$ cat config.mk
export PLATFORM = sky130hd
export DESIGN_NAME = gold_nic
export DESIGN_NICKNAME = d
export VERILOG_FILES = /design/src/rtl/gold_nic.sv
export SDC_FILE = /design/constraint.sdc
export NUM_CORES = 1
export LEC_CHECK = 0
export BUFFER_PORTS_ARGS = -buffer_cell sky130_fd_sc_hd__buf_2
export CAP_MARGIN = 25
export CORE_MARGIN = 10
export CORE_UTILIZATION = 45
export DETAILED_ROUTE_END_ITERATION = 10
export PLACE_DENSITY = 0.75
export SLEW_MARGIN = 40
export SYNTH_ARGS = -nofsm -noshare
export SYNTH_HDL_FRONTEND = slang
export SYNTH_SLANG_ARGS = --single-unit
export TNS_END_PERCENT = 1
$ cat constraint.sdc
create_clock -name clk -period 3.2 [get_ports clk]
set_clock_uncertainty 0.15 [all_clocks]
set_input_delay 0.16 -clock clk [delete_from_list [all_inputs] [get_ports clk]]
set_output_delay 0.16 -clock clk [all_outputs]
set_load 0.01 [all_outputs]
$ cat src/rtl/gold_nic.sv
// gold_nic: network-interface controller between a core and its router's PE port.
// Builds 64-bit mesh packets from core requests, queues them in an injection FIFO,
// injects them under an IDLE/SEND/GAP handshake with the router, and buffers
// ejected packets (2 entries) for the core.
// Optional feature: define GOLD_NIC_STATS_EN to build the inj_cnt/ej_cnt counters;
// without it both outputs are tied to zero.
module gold_nic #(
    parameter int PACKET_SIZE = 64,
    parameter int NODE_X      = 0,
    parameter int NODE_Y      = 0,
    parameter int FIFO_DEPTH  = 4
) (
    input  logic                   clk,
    input  logic                   reset,
    input  logic                   polarity,
    input  logic                   req_valid,
    output logic                   req_ready,
    input  logic [3:0]             req_dst_x,
    input  logic [3:0]             req_dst_y,
    input  logic [31:0]            req_data,
    output logic                   pesi,
    input  logic                   peri,
    output logic [PACKET_SIZE-1:0] pedi,
    input  logic                   peso,
    output logic                   pero,
    input  logic [PACKET_SIZE-1:0] pedo,
    output logic                   rsp_valid,
    input  logic                   rsp_ready,
    output logic [3:0]             rsp_src_x,
    output logic [3:0]             rsp_src_y,
    output logic [31:0]            rsp_data,
    output logic                   err_self,
    output logic [15:0]            inj_cnt,
    output logic [15:0]            ej_cnt
);

    localparam int         AW   = (FIFO_DEPTH > 1) ? $clog2(FIFO_DEPTH) : 1;
    localparam logic [3:0] NX   = 4'(NODE_X);
    localparam logic [3:0] NY   = 4'(NODE_Y);
    localparam logic [AW:0] FULL = (AW+1)'(FIFO_DEPTH);

    typedef enum logic [1:0] {
        IDLE,
        SEND,
        GAP
    } inj_state_t;

    inj_state_t state_q, state_d;

    logic          x_dir, y_dir;
    logic [3:0]    x_hops, y_hops;
    logic [62:0]   req_pkt;
    logic          self_addr;
    logic          accept;
    logic          push;
    logic          pop;

    logic [62:0]   mem [FIFO_DEPTH];
    logic [AW-1:0] wr_ptr, rd_ptr;
    logic [AW:0]   fifo_count;
    logic [62:0]   pkt_q;

    logic [39:0]   ej_mem [2];
    logic          ej_wr, ej_rd;
    logic [1:0]    ej_count;
    logic          cap;
    logic          rsp_pop;
    logic [39:0]   ej_head;
    logic          unused_pedo_bits;

    // Packet header fields are derived from the request destination relative to this node.
    always_comb begin
        x_dir     = (req_dst_x < NX);
        y_dir     = (req_dst_y < NY);
        x_hops    = x_dir ? (NX - req_dst_x) : (req_dst_x - NX);
        y_hops    = y_dir ? (NY - req_dst_y) : (req_dst_y - NY);
        req_pkt   = {x_dir, y_dir, 5'd0, x_hops, y_hops, NX, NY, 8'd0, req_data};
        self_addr = (req_dst_x == NX) && (req_dst_y == NY);
    end

    assign req_ready = !reset && (fifo_count != FULL);
    assign accept    = req_valid && req_ready;
    assign push      = accept && !self_addr;

    // FIFO payload storage; contents need no reset because the count gates every read.
    always_ff @(posedge clk) begin
        if (push) begin
            mem[wr_ptr] <= req_pkt;
        end
    end

    // FIFO pointers and occupancy; push and pop may land on the same edge.
    always_ff @(posedge clk) begin
        if (reset) begin
            wr_ptr     <= '0;
            rd_ptr     <= '0;
            fifo_count <= '0;
        end else begin
            if (push) begin
                wr_ptr <= wr_ptr + 1'b1;
            end
            if (pop) begin
                rd_ptr <= rd_ptr + 1'b1;
            end
            case ({push, pop})
                2'b10:   fifo_count <= fifo_count + 1'b1;
                2'b01:   fifo_count <= fifo_count - 1'b1;
                default: fifo_count <= fifo_count;
            endcase
        end
    end

    // Injection state register.
    always_ff @(posedge clk) begin
        if (reset) begin
            state_q <= IDLE;
        end else begin
            state_q <= state_d;
        end
    end

    // Injection next-state: pop the head only from IDLE when the router is ready.
    always_comb begin
        state_d = state_q;
        pop     = 1'b0;
        case (state_q)
            IDLE: begin
                if ((fifo_count != '0) && peri) begin
                    pop     = 1'b1;
                    state_d = SEND;
                end
            end
            SEND:    state_d = GAP;
            GAP:     state_d = IDLE;
            default: state_d = IDLE;
        endcase
    end

    // Holds the packet being injected during its SEND cycle.
    always_ff @(posedge clk) begin
        if (reset) begin
            pkt_q <= '0;
        end else if (pop) begin
            pkt_q <= mem[rd_ptr];
        end
    end

    assign pesi = (state_q == SEND);
    assign pedi = pesi ? {polarity, pkt_q} : '0;

    // Sticky flag for dropped self-addressed requests.
    always_ff @(posedge clk) begin
        if (reset) begin
            err_self <= 1'b0;
        end else if (accept && self_addr) begin
            err_self <= 1'b1;
        end
    end

    assign pero    = !reset && (ej_count != 2'd2);
    assign cap     = peso && pero;
    assign rsp_valid = (ej_count != 2'd0);
    assign rsp_pop = rsp_valid && rsp_ready;
    assign ej_head = ej_mem[ej_rd];

    assign rsp_src_x = rsp_valid ? ej_head[39:36] : 4'd0;
    assign rsp_src_y = rsp_valid ? ej_head[35:32] : 4'd0;
    assign rsp_data  = rsp_valid ? ej_head[31:0]  : 32'd0;

    assign unused_pedo_bits = ^{pedo[63:48], pedo[39:32]};

    // Ejection buffer storage keeps only the fields the core sees.
    always_ff @(posedge clk) begin
        if (cap) begin
            ej_mem[ej_wr] <= {pedo[47:44], pedo[43:40], pedo[31:0]};
        end
    end

    // Ejection buffer pointers and occupancy; capture and pop may coincide.
    always_ff @(posedge clk) begin
        if (reset) begin
            ej_wr    <= 1'b0;
            ej_rd    <= 1'b0;
            ej_count <= 2'd0;
        end else begin
            if (cap) begin
                ej_wr <= ~ej_wr;
            end
            if (rsp_pop) begin
                ej_rd <= ~ej_rd;
            end
            case ({cap, rsp_pop})
                2'b10:   ej_count <= ej_count + 2'd1;
                2'b01:   ej_count <= ej_count - 2'd1;
                default: ej_count <= ej_count;
            endcase
        end
    end

`ifdef GOLD_NIC_STATS_EN
    logic [15:0] inj_q, ej_q;

    // Statistics: one count per SEND cycle and per ejection capture, wrapping at 16 bits.
    always_ff @(posedge clk) begin
        if (reset) begin
            inj_q <= '0;
            ej_q  <= '0;
        end else begin
            if (pesi) begin
                inj_q <= inj_q + 16'd1;
            end
            if (cap) begin
                ej_q <= ej_q + 16'd1;
            end
        end
    end

    assign inj_cnt = inj_q;
    assign ej_cnt  = ej_q;
`else
    assign inj_cnt = 16'd0;
    assign ej_cnt  = 16'd0;
`endif

endmodule

==> impl_metrics.yaml, run 1 <==
hold_path:
  hold_path.class: "in2reg"
  hold_start: "reset"
run:
  cap_viol_max_count: 0
die:
  core-area_um2: 25300
  rows: 58
  io_pins: 252
  die_x_um: 181
  initial_core_util_pct: 45.9
  die_height_um: 181
  die_area_um2: 32600
synthesis:
  synth_edf_count: 240
  synthMuxAreaShare_pct: 11.3
  synth_top_family_by_area: "multiplexers"
  syn_area_per_cell_um2: 15.7
  synth-xor-area-share_pct: 0.528
  ys_ff_latch: 295
  yosysWarnings: 0
  synth_cells: 739
  synthesis.area_um2: 11600
  synth_compound_area_share_pct: 2.59
  async_flop_share_pct: 0
  synth_adder_area_share_pct: 0.820
  synthFlopType: "edfxtp_1"
  yosys.area_share.simple_pct: 7.51
  synth_cell_types: 33
  ys_seq_area_share_pct: 71.6
global_route:
  gr-max-usage-layer: "met2"
  antenna_found_initial: 4
  met1_usage_pct: 17.1
  grt-ovfl-total: 0
  grt_use_met3_pct: 3.80
  first_global_vias: 7133
  grt_pass1_wl_mm: 39.8
  grt_util_all_layers_pct: 15.1
  use_met2_pct: 26.9
  grt_max_degree: 56
run_status:
  outcome: "finished, final reports clean"
critical_path:
  end_kind: "register"
  setup.worst_path.start: "fifo_count[0]"
  start_kind: "register"
  worst_path_most_repeated_cell: "a21oi_1"
  critPathSlowestCell: "a21oi_1"
  cp_max_fo: 8
  worstSetupPathType: "reg2reg"
  r2r_start: "fifo_count[0]"
  cp_top_family: "simple AND/OR/NAND/NOR gates"
  crit_chain: "nor2_1 > a21oi_1 > and2_2 > inv_1 > ha_1 > fa_1 > xnor2_1 > or3_1 > a21oi_1"
  cp.required_ns: 3.56
  arrival_ns: 3.13
  path_buf_inv: 1
  critPathMaxStageDelay_ns: 0.50
power:
  peakVddDrop_mv: 0.413
  power_leakage_nw: 5.29
  p_per_area_nw_per_um2: 725
timing:
  relSlewSlack_pct: 54.7
  timing.final.ws_setup_ns: 0.425
  rsz0062_at_grt: "false"
  holdWs_ns: 0.0550
  clock.fmax_mhz: 360
  hold_viol_final: 0
  period_share_pct: 86.7
  finalMaxSlewViolations: 0
  tightest_slew_ns: 0.680
  setup_tns_ns: 0
  period_needed_ns: 2.77
  setup_violations: 0
clock_tree:
  cts_resized: 0
  clk_pin_slew_ns: 0.06
  clk_latency_ns: 0.58
  post-cts-setup-buffer-count: 0
  cts_buffer_depth: 3
  root_buffer: "clkbuf_16"
  cts_buffers: 30
  cts_tree: "yes"
  htreeDepth: 1
  hold_buffers: 82
  cts_sinks: 295
drt:
  ant_nets: 0
  avgRoutedWirePerCell_um: 18.6
  vias_per_cell: 4.95
  dr.first_iter.drc_count: 406
  vias: 6713
  drt-pass1-iter-count: 4
  drcViolationCount: 0
  routed_wl_mm: 25.3
layout:
  drive_gt1_share_pct: 27.6
  regArea_um2: 8310
  nFillCells: 1967
  mostFrequentLayoutCell: "edfxtp_1"
  instances_no_fill: 1357
  finalNetCount: 1117
  area_growth_pct: 24.1
  most-common-layout-cells: "edfxtp_1 (240), buf_2 (172), nand2_1 (82), dlygate4sd3_1 (82), conb_1 (55)"
  multi_input_area_um2: 2880
  final_cell_area_um2: 14400
place:
  place_ws_ns: 0.415
  gp_congestion: 0.717
  placed_cell_area_um2: 12600
  dp.cells: 1215
  post-dp-hpwl_mm: 15.6
  io_buffers: 172
==> logic make-up (layout without fill, tap and decap cells) <==
logic type      count (synthesis)  count (layout)
xor+xnor                        7               7
compound gates                 54              54
fa+ha+maj                       7               7
flops                         295             295
mux                            81              81
simple gates                  193             193
buf+inv                       101             331
other cells                     1              59
==> routing by layer <==
metal  routed length [um]  vias to the layer above  part of all wire [%]
met5                    0                        -                     0
met4                  711                        0                   2.8
met3                 1830                       56                   7.2
met2                13300                      245                    52
met1                 9510                     3309                    38
li1                     -                     3103                     -
==> report_power, final <==
group          switching, mW  internal (mW)  leakage, nW  total [mW]
clock network           1.40           1.87        0.463        3.27
logic                   1.35           1.04         2.19        2.39
registers              0.254           4.53         2.64        4.78
==> state kept, by name, indices dropped and copies added, names as in the netlist, named ones only <==
signal	flops
state_q	2
wr_ptr	2
ej_wr	1
ej_mem	80
rd_ptr	2
err_self	1
pkt_q	40
ej_rd	1
ej_count	2
mem	160
fifo_count	3
==> worst reg2reg max path: stages, from the launching register on <==
cell     delay [ns]
dfxtp_1        0.47
nor2_1         0.10
a21oi_1        0.50
and2_2         0.28
inv_1          0.05
ha_1           0.23
fa_1           0.39
xnor2_1        0.14
or3_1          0.31
a21oi_1        0.14
==> path summary, 6_finish.rpt <==
| path | endpoint | slack, ns | cells past startpoint |
|---|---|---|---|
| setup reg to reg | fifo_count[2] | 0.43 | 9 |
| hold / removal | wr_ptr[1] | 0.06 | 5 |
| setup / recovery | fifo_count[2] | 0.43 | 9 |
| hold reg to reg | pkt_q[8] | 0.30 | 2 |
==> metrics by stage <==
step	util, %	power (mW)
finish	57.0	10.4
global route	57.0	11.0
CTS	57.0	10.6
detailed placement	50.0	7.19
global placement	49.9	7.12
floorplan	-	6.47
==> cell usage after synthesis, drive strengths merged, types with 3 or more instances <==
cell / instances / area [um2]
a21oi: 45 / 225
and2: 44 / 277
and3: 4 / 30.0
buf: 78 / 564
clkbuf: 14 / 52.6
dfxtp: 55 / 1100
edfxtp: 240 / 7210
ha: 6 / 75.1
inv: 9 / 33.8
mux2i: 41 / 410
mux4: 40 / 901
nand2: 82 / 308
nor2: 54 / 203
o21ai: 4 / 20.0
or3: 3 / 18.8
xnor2: 5 / 43.8
==> area by class of cell <==
cell class | count | area share [%]
Sequential cell | 295 | 57.7
Multi-Input combinational cell | 397 | 20.0
Timing Repair Buffer | 266 | 12.5
Clock buffer | 46 | 6.05
Tap cell | 330 | 2.87
Clock inverter | 10 | 0.521
Inverter | 9 | 0.235
Antenna cell | 4 | 0.0695
Power figures use the tool's default switching activity.
==> run 2, diff against run 1 <==
--- a/config.mk
+++ b/config.mk
@@ -5,12 +5,13 @@
 export SDC_FILE = /design/constraint.sdc
 export NUM_CORES = 1
 export LEC_CHECK = 0
-export BUFFER_PORTS_ARGS = -buffer_cell sky130_fd_sc_hd__buf_2
 export CAP_MARGIN = 25
+export CORE_ASPECT_RATIO = 1.1
 export CORE_MARGIN = 10
 export CORE_UTILIZATION = 45
 export DETAILED_ROUTE_END_ITERATION = 10
-export PLACE_DENSITY = 0.75
+export DONT_BUFFER_PORTS = 1
+export PLACE_DENSITY = 0.67
 export SLEW_MARGIN = 40
 export SYNTH_ARGS = -nofsm -noshare
 export SYNTH_HDL_FRONTEND = slang
==> impl_metrics.yaml, run 2 (same netlist as run 1, synthesis figures left out) <==
clock_tree:
  cts_tree: "yes"
  htreeDepth: 1
  post-cts-setup-buffer-count: 0
  clk_pin_slew_ns: 0.06
  cts_buffers: 30
  cts_resized: 0
  cts_sinks: 295
  clk_latency_ns: 0.56
  root_buffer: "clkbuf_16"
  cts_buffer_depth: 3
  hold_buffers: 91
place:
  dp.cells: 1062
  io_buffers: 0
  placed_cell_area_um2: 11800
  gp_congestion: 0.761
  post-dp-hpwl_mm: 15.2
power:
  power_leakage_nw: 4.57
  peakVddDrop_mv: 0.754
  p_per_area_nw_per_um2: 753
  total_power_mw: 10.3
layout:
  area_growth_pct: 18.2
  most-common-layout-cells: "edfxtp_1 (240), dlygate4sd3_1 (90), nand2_1 (82), conb_1 (55), dfxtp_1 (52)"
  top_register: "mem"
  mostFrequentLayoutCell: "edfxtp_1"
  largest_reg_flops: 160
  final_cell_area_um2: 13700
  instances_no_fill: 1209
  reg_top3: "mem: 160 flops, ej_mem: 80 flops, pkt_q: 40 flops"
  finalNetCount: 957
  drive_gt1_share_pct: 13.9
global_route:
  first_global_vias: 6561
  antenna_found_initial: 1
  grt_util_all_layers_pct: 15.1
  grt_pass1_wl_mm: 39.3
  grt_max_degree: 56
  grt-ovfl-total: 0
critical_path:
  critPathMaxStageDelay_ns: 0.60
  crit_chain: "dlygate4sd3_1 > buf_16 > nand2b_1 > a21oi_1 > and2_2 > inv_1 > ha_1 > fa_1 > xnor2_1 > or3_1 > a21oi_1"
  cp.required_ns: 3.53
  critPathSlowestCell: "dlygate4sd3_1"
  arrival_ns: 3.18
  cp_max_fo: 55
  worstSetupPathType: "in2reg"
  worst_path_most_repeated_cell: "a21oi_1"
  start_kind: "input pin"
  end_kind: "register"
die:
  core-area_um2: 25300
  die_area_um2: 32600
  initial_core_util_pct: 45.8
  rows: 61
  die_x_um: 173
  die_height_um: 188
  io_pins: 252
drt:
  routed_wl_mm: 25.3
  drcViolationCount: 0
  vias_per_cell: 5.11
  vias: 6173
  ant_nets: 0
  avgRoutedWirePerCell_um: 20.9
  drt-pass1-iter-count: 4
  dr.first_iter.drc_count: 315
run:
  cap_viol_max_count: 0
timing:
  rsz0062_at_grt: "false"
  period_share_pct: 89.3
  clock.fmax_mhz: 350
  setup_violations: 0
  hold_viol_final: 0
  finalMaxSlewViolations: 0
  relSlewSlack_pct: 49.2
  period_needed_ns: 2.86
  setup_tns_ns: 0
  tightest_slew_ns: 0.763
run_status:
  outcome: "finished, final reports clean"
hold_path:
  hold_path.class: "in2reg"
## run 2: worst max-delay path: cells and delay by family
kind / cells / cell delay, ns
buffers and inverters: 3 / 0.89
and+or+nand+nor: 3 / 0.76
AOI/OAI and AO/OA: 2 / 0.60
adders and majority gates: 2 / 0.60
xor gates and xnor gates: 1 / 0.14
## run 2: metal layers
metal	up-vias	GRT usage (%)	wire, um
li1	2783	-	-
met1	3116	18.1	10300
met4	0	3.48	410
met3	37	5.12	2190
met5	-	0	0
met2	237	25.9	12500
## run 2: where the power goes
group	total [mW]	switching (mW)	internal, mW
sequential	4.77	0.237	4.53
combinational	2.16	1.31	0.855
clock	3.40	1.45	1.96
## run 2: metrics by stage
step | util (%) | hold WS (ns) | setup WS (ns)
global placement | 46.5 | 0.0832 | 0.481
CTS | 54.1 | 0.0741 | 0.342
floorplan | - | 0.109 | 0.324
global route | 54.1 | 0.0834 | 0.175
detailed placement | 46.6 | 0.0872 | 0.384
finish | 54.1 | 0.106 | 0.342
## run 2: layout make-up
class,count,area (um2)
diodes,1,2.50
well taps,346,433
flip-flops and latches,295,8310
clock buffers,35,800
inverters,9,33.8
fillers,1990,11600
clock inverters,20,179
repair buffers,106,1070
multi-input cells,397,2880
## run 2: final timing paths
check                      from       endpoint  depth (start not counted)  slack (ns)
setup / recovery          reset  fifo_count[2]                         11        0.34
setup reg to reg  fifo_count[0]  fifo_count[2]                          9        0.39
hold reg to reg       pkt_q[27]      pkt_q[27]                          2        0.30
hold / removal         pedo[11]  ej_mem[1][11]                          1        0.11
==> run 3, diff against run 2 <==
--- a/config.mk
+++ b/config.mk
@@ -5,10 +5,11 @@
 export SDC_FILE = /design/constraint.sdc
 export NUM_CORES = 1
 export LEC_CHECK = 0
-export CAP_MARGIN = 25
+export ABC_AREA = 1
 export CORE_ASPECT_RATIO = 1.1
 export CORE_MARGIN = 10
 export CORE_UTILIZATION = 45
+export CTS_CLUSTER_SIZE = 14
 export DETAILED_ROUTE_END_ITERATION = 10
 export DONT_BUFFER_PORTS = 1
 export PLACE_DENSITY = 0.67
==> impl_metrics.yaml, run 3 <==
drt:
  vias_per_cell: 4.96
  drcViolationCount: 0
  vias: 7481
  routed_wl_mm: 26.6
  drt-pass1-iter-count: 4
  dr.first_iter.drc_count: 474
  ant_nets: 0
  avgRoutedWirePerCell_um: 17.6
synthesis:
  synth_top_cell_by_area: "edfxtp_1"
  ys_seq_area_share_pct: 69.7
  yosysWarnings: 0
  syn_area_per_cell_um2: 11.2
  synth_most_common_cell: "nor2_1"
  synth_top_cell_area_share_pct: 60.5
  async_flop_share_pct: 0
  synth_edf_count: 240
  synthesis.area_um2: 11900
  synth_common_cells: "nor2_1 (264), edfxtp_1 (240), o21ai_1 (127)"
  synth_area_leaders: "edfxtp_1 (61%), dfxtp_1 (9.2%), nor2_1 (8.3%), o21ai_1 (5.3%), buf_4 (4.0%)"
  ys_ff_latch: 295
  synth_cells: 1060
  synthFlopType: "edfxtp_1"
  synth_cell_types: 23
clock_tree:
  clk_pin_slew_ns: 0.06
  root_buffer: "clkbuf_16"
  cts_buffers: 29
  cts_buffer_depth: 3
  htreeDepth: 1
  cts_resized: 0
  hold_buffers: 86
  post-cts-setup-buffer-count: 0
  cts_tree: "yes"
  clk_latency_ns: 0.53
  cts_sinks: 295
die:
  core-area_um2: 26100
  die_height_um: 191
  rows: 62
  die_x_um: 175
  io_pins: 252
  initial_core_util_pct: 45.7
  die_area_um2: 33400
global_route:
  first_global_vias: 7399
  grt-ovfl-total: 0
  grt_pass1_wl_mm: 41.2
  grt_util_all_layers_pct: 15.3
  antenna_found_initial: 1
  grt_max_degree: 83
layout:
  largest_reg_flops: 160
  finish.utilization_pct: 53.4
  area_growth_pct: 16.8
  final_cell_area_um2: 13900
  mostFrequentLayoutCell: "nor2_1"
  finalNetCount: 1252
  drive_gt1_share_pct: 7.09
  most-common-layout-cells: "nor2_1 (257), edfxtp_1 (240), o21ai_1 (127), nand2_1 (90), dlygate4sd3_1 (86)"
  reg_top3: "mem: 160 flops, ej_mem: 80 flops, pkt_q: 40 flops"
  nFillCells: 2189
  top_register: "mem"
hold_path:
  holdPathEnd: "ej_mem[0][19]"
  hold_path_depth: 1
  hold_start: "pedo[19]"
  hold_path.class: "in2reg"
power:
  peakVddDrop_mv: 0.513
  power_leakage_nw: 4.93
  switching_share_pct: 28.3
  p_seq_share_pct: 44.9
  p_switching_mw: 2.96
  p_per_area_nw_per_um2: 750
  p_int_mw: 7.48
  p_clk_share_pct: 35.3
  power_frac_comb_pct: 19.8
  total_power_mw: 10.4
critical_path:
  r2r_start: "fifo_count[0]"
  r2r_end: "fifo_count[2]"
  cp.required_ns: 2.89
  cp_max_fo: 42
  worstSetupPathType: "reg2out"
  start_kind: "register"
  end_kind: "output port"
  ff2ff_setup_slack_ns: 0.80
  reg2regPathDepth: 11
  arrival_ns: 2.53
place:
  io_buffers: 0
  gp_congestion: 0.748
  post-dp-hpwl_mm: 15.1
  placed_cell_area_um2: 12000
timing:
  tightest_slew_ns: 0.731
  setup_tns_ns: 0
  relSlewSlack_pct: 51.2
  rsz0062_at_grt: "false"
  period_needed_ns: 2.84
  period_share_pct: 88.7
  clock.fmax_mhz: 352
  hold_viol_final: 0
  setup_violations: 0
  finalMaxSlewViolations: 0
run:
  cap_viol_max_count: 0
run_status:
  outcome: "finished, final reports clean"
==> run 3: worst max-delay path, cell delays in order (launching register included) <==
cell	delay, ns
dfxtp_1	0.34
inv_1	0.04
nor2_1	0.37
clkinv_2	0.67
nor2_1	0.56
==> run 3: how the worst max path moves through the flow <==
stage	from	end	slack, ns	depth (start not counted)
final	state_q[0]	pedi[28]	0.36	4
after global routing	state_q[0]	pedi[28]	0.20	4
after CTS	state_q[0]	pedi[28]	0.69	4
after detailed placement	fifo_count[0]	fifo_count[2]	0.83	11
after global placement	fifo_count[0]	fifo_count[2]	0.85	11
after floorplan	ej_count[0]	ej_mem[0][0]	0.08	4
==> run 3: metrics by stage <==
| stage | std cells | worst slack [ns] | hold WS [ns] |
|---|---|---|---|
| floorplan | 1114 | 0.0751 | 0.0791 |
| global placement | 1369 | 0.855 | 0.0793 |
| detailed placement | 1369 | 0.826 | 0.0877 |
| CTS | 1508 | 0.686 | 0.103 |
| global route | 1509 | 0.204 | 0.113 |
| finish | 1509 | 0.363 | 0.131 |
==> run 3: cells by family after synthesis <==
logic type	Yosys count	synth area share (%)
buf+inv	173	8.38
compound gates	221	9.29
other cells	1	0.0315
simple gates	361	11.6
fa+ha+maj	7	0.798
flops	295	69.7
xor+xnor	2	0.147
==> run 3: cell type report <==
cell class / count / area [um2] / area share, %
Inverter: 62 / 241 / 1.74
Clock inverter: 9 / 196 / 1.41
Timing Repair Buffer: 100 / 995 / 7.15
Multi-Input combinational cell: 646 / 2860 / 20.5
Tap cell: 352 / 440 / 3.17
Antenna cell: 1 / 2.50 / 0.0180
Sequential cell: 295 / 8310 / 59.7
Clock buffer: 44 / 872 / 6.27
==> run 3: per-layer routing <==
| metal | GRT usage (%) | vias to the layer above | part of all wire [%] | routed length (um) |
|---|---|---|---|---|
| met5 | 0 | - | 0 | 0 |
| met1 | 18.7 | 3592 | 41 | 11000 |
| met3 | 4.83 | 33 | 8.3 | 2210 |
| li1 | - | 3614 | - | - |
| met2 | 26.2 | 242 | 49 | 13000 |
| met4 | 3.43 | 0 | 1.3 | 355 |
==> run 3: power by group through the flow <==
stage	registers (mW)	logic (mW)	clock network, mW
global placement	4.76	1.93	0
detailed placement	4.77	1.97	0
global route	4.73	2.36	3.92
finish	4.69	2.07	3.68
CTS	4.69	2.09	3.77
floorplan	4.73	1.68	0
